`src/rtl/mm_dump_pkg.sv`:
```
// Shared types and helpers for the mm_dump memory read-back streamer.
package mm_dump_pkg;

  typedef enum logic [2:0] {
    MD_IDLE,
    MD_FETCH,
    MD_SEND,
    MD_CSUM,
    MD_FIN
  } md_state_t;

  localparam logic [31:0] WORD_STEP = 32'd4;

  // Little-endian byte lane select: index 0 is bits [7:0].
  function automatic logic [7:0] word_byte(input logic [31:0] w, input logic [1:0] idx);
    logic [7:0] b;
    case (idx)
      2'd0:    b = w[7:0];
      2'd1:    b = w[15:8];
      2'd2:    b = w[23:16];
      default: b = w[31:24];
    endcase
    return b;
  endfunction

endpackage

```
`src/rtl/mm_dump.sv`:
```
// Memory dump streamer: reads WORD_CNT words from mm and emits them as a
// little-endian byte stream on a valid/ready port, followed by a mod-256 checksum.
module mm_dump
  import mm_dump_pkg::*;
#(
  parameter int unsigned MEM_RD_LAT = 1,
  parameter int unsigned CNT_W      = 16
) (
  input  logic             CLK,
  input  logic             RST,
  input  logic             START,
  input  logic [31:0]      BASE_ADDR,
  input  logic [CNT_W-1:0] WORD_CNT,
  output logic [31:0]      MEM_ADDR,
  input  logic [31:0]      MEM_DATA,
  output logic [7:0]       TX_DATA,
  output logic             TX_VALID,
  input  logic             TX_READY,
  output logic             BUSY,
  output logic             DONE
);

  md_state_t        state, state_nxt;
  logic [31:0]      addr_q;
  logic [CNT_W-1:0] remain_q;
  logic [31:0]      word_q;
  logic [7:0]       csum_q;
  logic [1:0]       idx_q;
  logic             lat_q;
  logic             fetch_done;
  logic             hs;
  logic             last_byte;
  logic [31:0]      base_aligned;

  assign base_aligned = {BASE_ADDR[31:2], 2'b00};
  assign fetch_done   = (MEM_RD_LAT == 0) ? 1'b1 : lat_q;
  assign hs           = TX_VALID && TX_READY;
  assign last_byte    = (idx_q == 2'd3);

  always_ff @(posedge CLK or negedge RST) begin
    if (!RST) state <= MD_IDLE;
    else      state <= state_nxt;
  end

  always_comb begin
    state_nxt = state;
    case (state)
      MD_IDLE:  if (START) state_nxt = (WORD_CNT != '0) ? MD_FETCH : MD_CSUM;
      MD_FETCH: if (fetch_done) state_nxt = MD_SEND;
      MD_SEND:  if (hs && last_byte)
                  state_nxt = (remain_q != CNT_W'(1)) ? MD_FETCH : MD_CSUM;
      MD_CSUM:  if (hs) state_nxt = MD_FIN;
      MD_FIN:   state_nxt = MD_IDLE;
      default:  state_nxt = MD_IDLE;
    endcase
  end

  always_comb begin
    TX_DATA  = '0;
    TX_VALID = 1'b0;
    BUSY     = (state != MD_IDLE);
    DONE     = (state == MD_FIN);
    case (state)
      MD_SEND: begin
        TX_DATA  = word_byte(word_q, idx_q);
        TX_VALID = 1'b1;
      end
      MD_CSUM: begin
        TX_DATA  = csum_q;
        TX_VALID = 1'b1;
      end
      default: ;
    endcase
  end

  // MEM_ADDR is loaded only when a fetch is about to start, so it holds
  // through SEND, CSUM and IDLE (an empty dump never touches it).
  always_ff @(posedge CLK or negedge RST) begin
    if (!RST) begin
      MEM_ADDR <= '0;
      addr_q   <= '0;
      remain_q <= '0;
      word_q   <= '0;
      csum_q   <= '0;
      idx_q    <= '0;
      lat_q    <= 1'b0;
    end else begin
      case (state)
        MD_IDLE: begin
          if (START) begin
            addr_q   <= base_aligned;
            remain_q <= WORD_CNT;
            csum_q   <= '0;
            lat_q    <= 1'b0;
            if (WORD_CNT != '0) MEM_ADDR <= base_aligned;
          end
        end
        MD_FETCH: begin
          if (fetch_done) begin
            word_q <= MEM_DATA;
            idx_q  <= '0;
            lat_q  <= 1'b0;
          end else begin
            lat_q  <= 1'b1;
          end
        end
        MD_SEND: begin
          if (hs) begin
            csum_q <= csum_q + TX_DATA;
            idx_q  <= idx_q + 2'd1;
            if (last_byte) begin
              remain_q <= remain_q - CNT_W'(1);
              addr_q   <= addr_q + WORD_STEP;
              if (remain_q != CNT_W'(1)) MEM_ADDR <= addr_q + WORD_STEP;
            end
          end
        end
        default: ;
      endcase
    end
  end

endmodule

```
`config.mk`:
```
export PLATFORM = sky130hd
export DESIGN_NAME = mm_dump
export DESIGN_NICKNAME = d
export VERILOG_FILES = /design/src/rtl/mm_dump_pkg.sv /design/src/rtl/mm_dump.sv
export SDC_FILE = /design/constraint.sdc
export NUM_CORES = 1
export LEC_CHECK = 0
export CELL_PAD_IN_SITES_DETAIL_PLACEMENT = 1
export CELL_PAD_IN_SITES_GLOBAL_PLACEMENT = 1
export CORE_MARGIN = 3
export CORE_UTILIZATION = 43
export CTS_CLUSTER_DIAMETER = 30
export DETAILED_ROUTE_END_ITERATION = 7
export PLACE_DENSITY_LB_ADDON = 0.1
export SYNTH_ARGS = -nofsm -noshare
export SYNTH_HDL_FRONTEND = slang
export SYNTH_SLANG_ARGS = --single-unit
export TNS_END_PERCENT = 100
```
`constraint.sdc`:
```
create_clock -name CLK -period 5.93 [get_ports CLK]
set_input_delay 1.186 -clock CLK [delete_from_list [all_inputs] [get_ports CLK]]
set_output_delay 1.186 -clock CLK [all_outputs]
set_load 0.01 [all_outputs]
```
==> metrics.md <==
| Metric | Value |
|---|---|
| Critical R2R Launch | `state[0]` |
| Crit path launch | `state[0]` |
| First-pass GRT wire length | `approximately 34000 um` |
| Area of the multi-input gates | `0.003410 mm2` |
| Clk_lat worst skew | `about 420 ps` |
| GR Util met2 | `0.4068` |
| Largest net degree at the start of global routing | `87` |
| Yosys cell types | `52` |
| Critical path type | `reg2out` |
| Share of the synthesized area in the top cell type | `0.4608` |
| Post-DP HPWL | `between 10000 and 15000 um` |
| CP bufs+invs | `1` |
| Proportion of power drawn by combinational gates | `0.448` |
| Slew Viols, Final | `0` |
| Synthesized Nets | `863` |
| Synth warn | `0` |
| Place WS | `1668 ps` |
| Io pins | `127` |
| Routing usage on met3 | `0.05534` |
| Starting density of the core | `0.4452` |
| Cell Int Power | `2964 uW` |
| Routed vias/inst | `5.641` |
| Clock H-tree levels | `4` |
| Top delay family on crit path | `simple AND/OR/NAND/NOR gates` |
| Met1 usage | `0.2970` |
| Max Root-Sink Buffers | `2` |
| Critical Path Start Type | `register` |
| Maxcap violations | `0` |
| Final Hold Vio Count | `0` |
| Clock Power Share | `0.217` |
| #FFs+latches synth | `between 100 and 150` |
| Gr busiest metal | `met2` |
| Post_cts resized | `0` |
| Cts hold-fix bufs | `0` |
| Vias in the first global route | `roughly 6800` |
| Achievable Freq | `236.8 MHz` |
| WP depth | `3` |
| GRT Total Usage | `0.2371` |
| Min-delay worst type | `reg2reg` |
| WL final | `around 20000 um` |
| Area contributors post-synth | `dfrtp_1 (46%), nand2_1 (8.9%), o21ai_0 (4.8%)` |
| Status | `completed` |
| Post-synthesis sequential area ratio | `0.4608` |
| Synth top cells by count | `nand2_1 (163), dfrtp_1 (126), o21ai_0 (65)` |
| Most frequent cell after synthesis | `nand2_1` |
| Clock root buffer | `clkbuf_16` |
| PwrDens | `563.5 mW/mm2` |
| Postcts setup bufs | `0` |
| Register area | `0.003153 mm2` |
| Clk slew on worst S/H paths | `roughly 60 ps` |
| GP Congestion | `0.7931` |
| Peak VDD IR | `0.3167 mV` |
| RSZ-0062 raised after global routing | `no` |
| Crit path largest cell delay | `780 ps` |
| N_diodes | `0` |
| Site Rows | `45` |
| Psw | `around 2000 uW` |
| Overall power | `4957 uW` |
| Total iterations of the first detailed-routing run | `5` |
| Sw Ratio | `0.4020` |
| Crit path required time | `4740 ps` |
| Arr. time, crit path | `3040 ps` |
| Port bufs | `124` |
| Worst Clk Skew | `15.34 ps` |
| # setup viols final | `0` |
| Grt total ovfl | `0` |
| Post-route setup TNS | `0 ps` |
| Cts bufs inserted | `17` |
| DRC violation count after routing | `0` |
| HP Start | `word_q[31]` |
| Initial antenna violation count | `0` |
| Slew @ Worst Pin | `roughly 1200 ps` |
| Vias | `between 6000 and 7000` |
| Leakage power | `around 0.0038 uW` |
| Clock sinks | `approximately 130` |
| Final worst setup slack | `1707 ps` |
| Critical path, cell by cell | `or3b_2, o21ai_0, clkdlybuf4s50_1` |
| Die ar. | `0.01746 mm2` |
| DRT iter0 DRCs | `336` |
| Worst reg-to-reg path cell count | `7` |
| Crit-path max FO | `29` |
| Hold Path Cell Cnt | `2` |
| Seq pwr share | `0.334` |
| Final min period | `roughly 4200 ps` |
| Die Ht | `132.2 um` |
| Post-Syn Area per Cell | `8.957 um2` |
| Rel. slew slack | `0.2104` |
| FFs w/ async S/R, synth | `1.000` |
| Gate count after technology mapping | `about 760` |
| Layout cell share with drive strength beyond 1 | `0.09226` |
| WL/cell | `between 15 and 20 um` |
| Crit share post-route | `0.7122` |
| Dominant synthesized flop cell | `dfrtp_1` |
| Slowest CP cell | `or3b_2` |
| Synthesis-to-finish area growth | `28.56%` |
| Core area | `0.01537 mm2` |
| # nets final | `964` |
| Post-synth EDFFs | `0` |
| Die X | `132.2 um` |
| Dominant cell type by area after synthesis | `dfrtp_1` |
| Detail Route Antenna Nets | `0` |
| Post-synthesis instance area | `0.006843 mm2` |
| Layout fillers | `between 1500 and 2000` |
| Crit path capture type | `primary output` |
| CTS tree | `done` |
## kinds of logic after synthesis
family          Yosys count  share of synthesized area
compound gates          172                     0.1501
xor+xnor                 33                    0.04224
fa+ha+maj                15                    0.02852
buf+inv                  68                    0.04279
flops                   126                     0.4608
mux                      39                    0.07241
simple gates            311                     0.2031
## tightest hold or removal path: cells and delay by family (launching register included)
family / cells / cell delay (ps)
DFF: 1 / 330
and+or+nand+nor: 2 / 100
## final timing paths
kind | endpoint | slack [ps]
max | TX_DATA[1] | 1710
max in group asynchronous | addr_q[28] | 3780
min in group asynchronous | remain_q[2] | 960
min | word_q[31] | 470
min reg2reg | word_q[31] | 470
max reg2reg | MEM_ADDR[21] | 2270
## cells in the final DEF, fill, tap and decap left out, types with 11 or more instances in the layout
| cell | n |
|---|---|
| o21ai_0 | 65 |
| clkbuf_16 | 17 |
| nand4_1 | 11 |
| xor2_1 | 19 |
| ha_1 | 14 |
| xnor2_1 | 14 |
| a21oi_1 | 48 |
| dfrtp_1 | 126 |
| mux2_2 | 16 |
| mux2_4 | 17 |
| nand2_1 | 163 |
| nor3_1 | 12 |
| nor2_1 | 58 |
| inv_1 | 20 |
| nand3_1 | 27 |
| clkdlybuf4s50_1 | 123 |
## layout make-up
| class | count | share of cell area |
|---|---|---|
| inverters | 20 | 0.008534 |
| flip-flops and latches | 126 | 0.3584 |
| well taps | 211 | 0.03001 |
| clock buffers | 21 | 0.05462 |
| multi-input cells | 570 | 0.3876 |
| clock inverters | 11 | 0.01493 |
| repair buffers | 130 | 0.1459 |
## power groups by stage
stage / sequential (uW) / clock (uW) / combinational, uW
after floorplan: 1590 / 0 / 1490
after global placement: 1620 / 0 / 2110
after detailed placement: 1650 / 0 / 2210
after CTS: 1650 / 1100 / 2240
after global routing: 1720 / 1140 / 2480
final: 1660 / 1080 / 2220
## routing by layer
metal | up-vias | routed length (um)
met4 | 0 | 316
li1 | 2873 | -
met1 | 3125 | 8766
met3 | 26 | 711
met5 | - | 0
met2 | 119 | 10220
## registers in the layout, indices dropped and copies added, names as in the netlist
name and cells:
MEM_ADDR 32, addr_q 32, word_q 32, remain_q 16, csum_q 8, state 3
idx_q 2, fetch_done 1
## stage by stage
stage          instances  hold WS [ps]    util  cell area, um2
4_1_cts             1089         473.1  0.5723            8797
3_3_place_gp        1057         457.4  0.5325            8185
5_1_grt             1089         499.8  0.5723            8797
3_5_place_dp        1057         458.0  0.5325            8185
2_1_floorplan        764         440.3       -            6843
6_report            1089         466.2  0.5723            8797
Note: power is estimated with default switching activity, not from simulation.
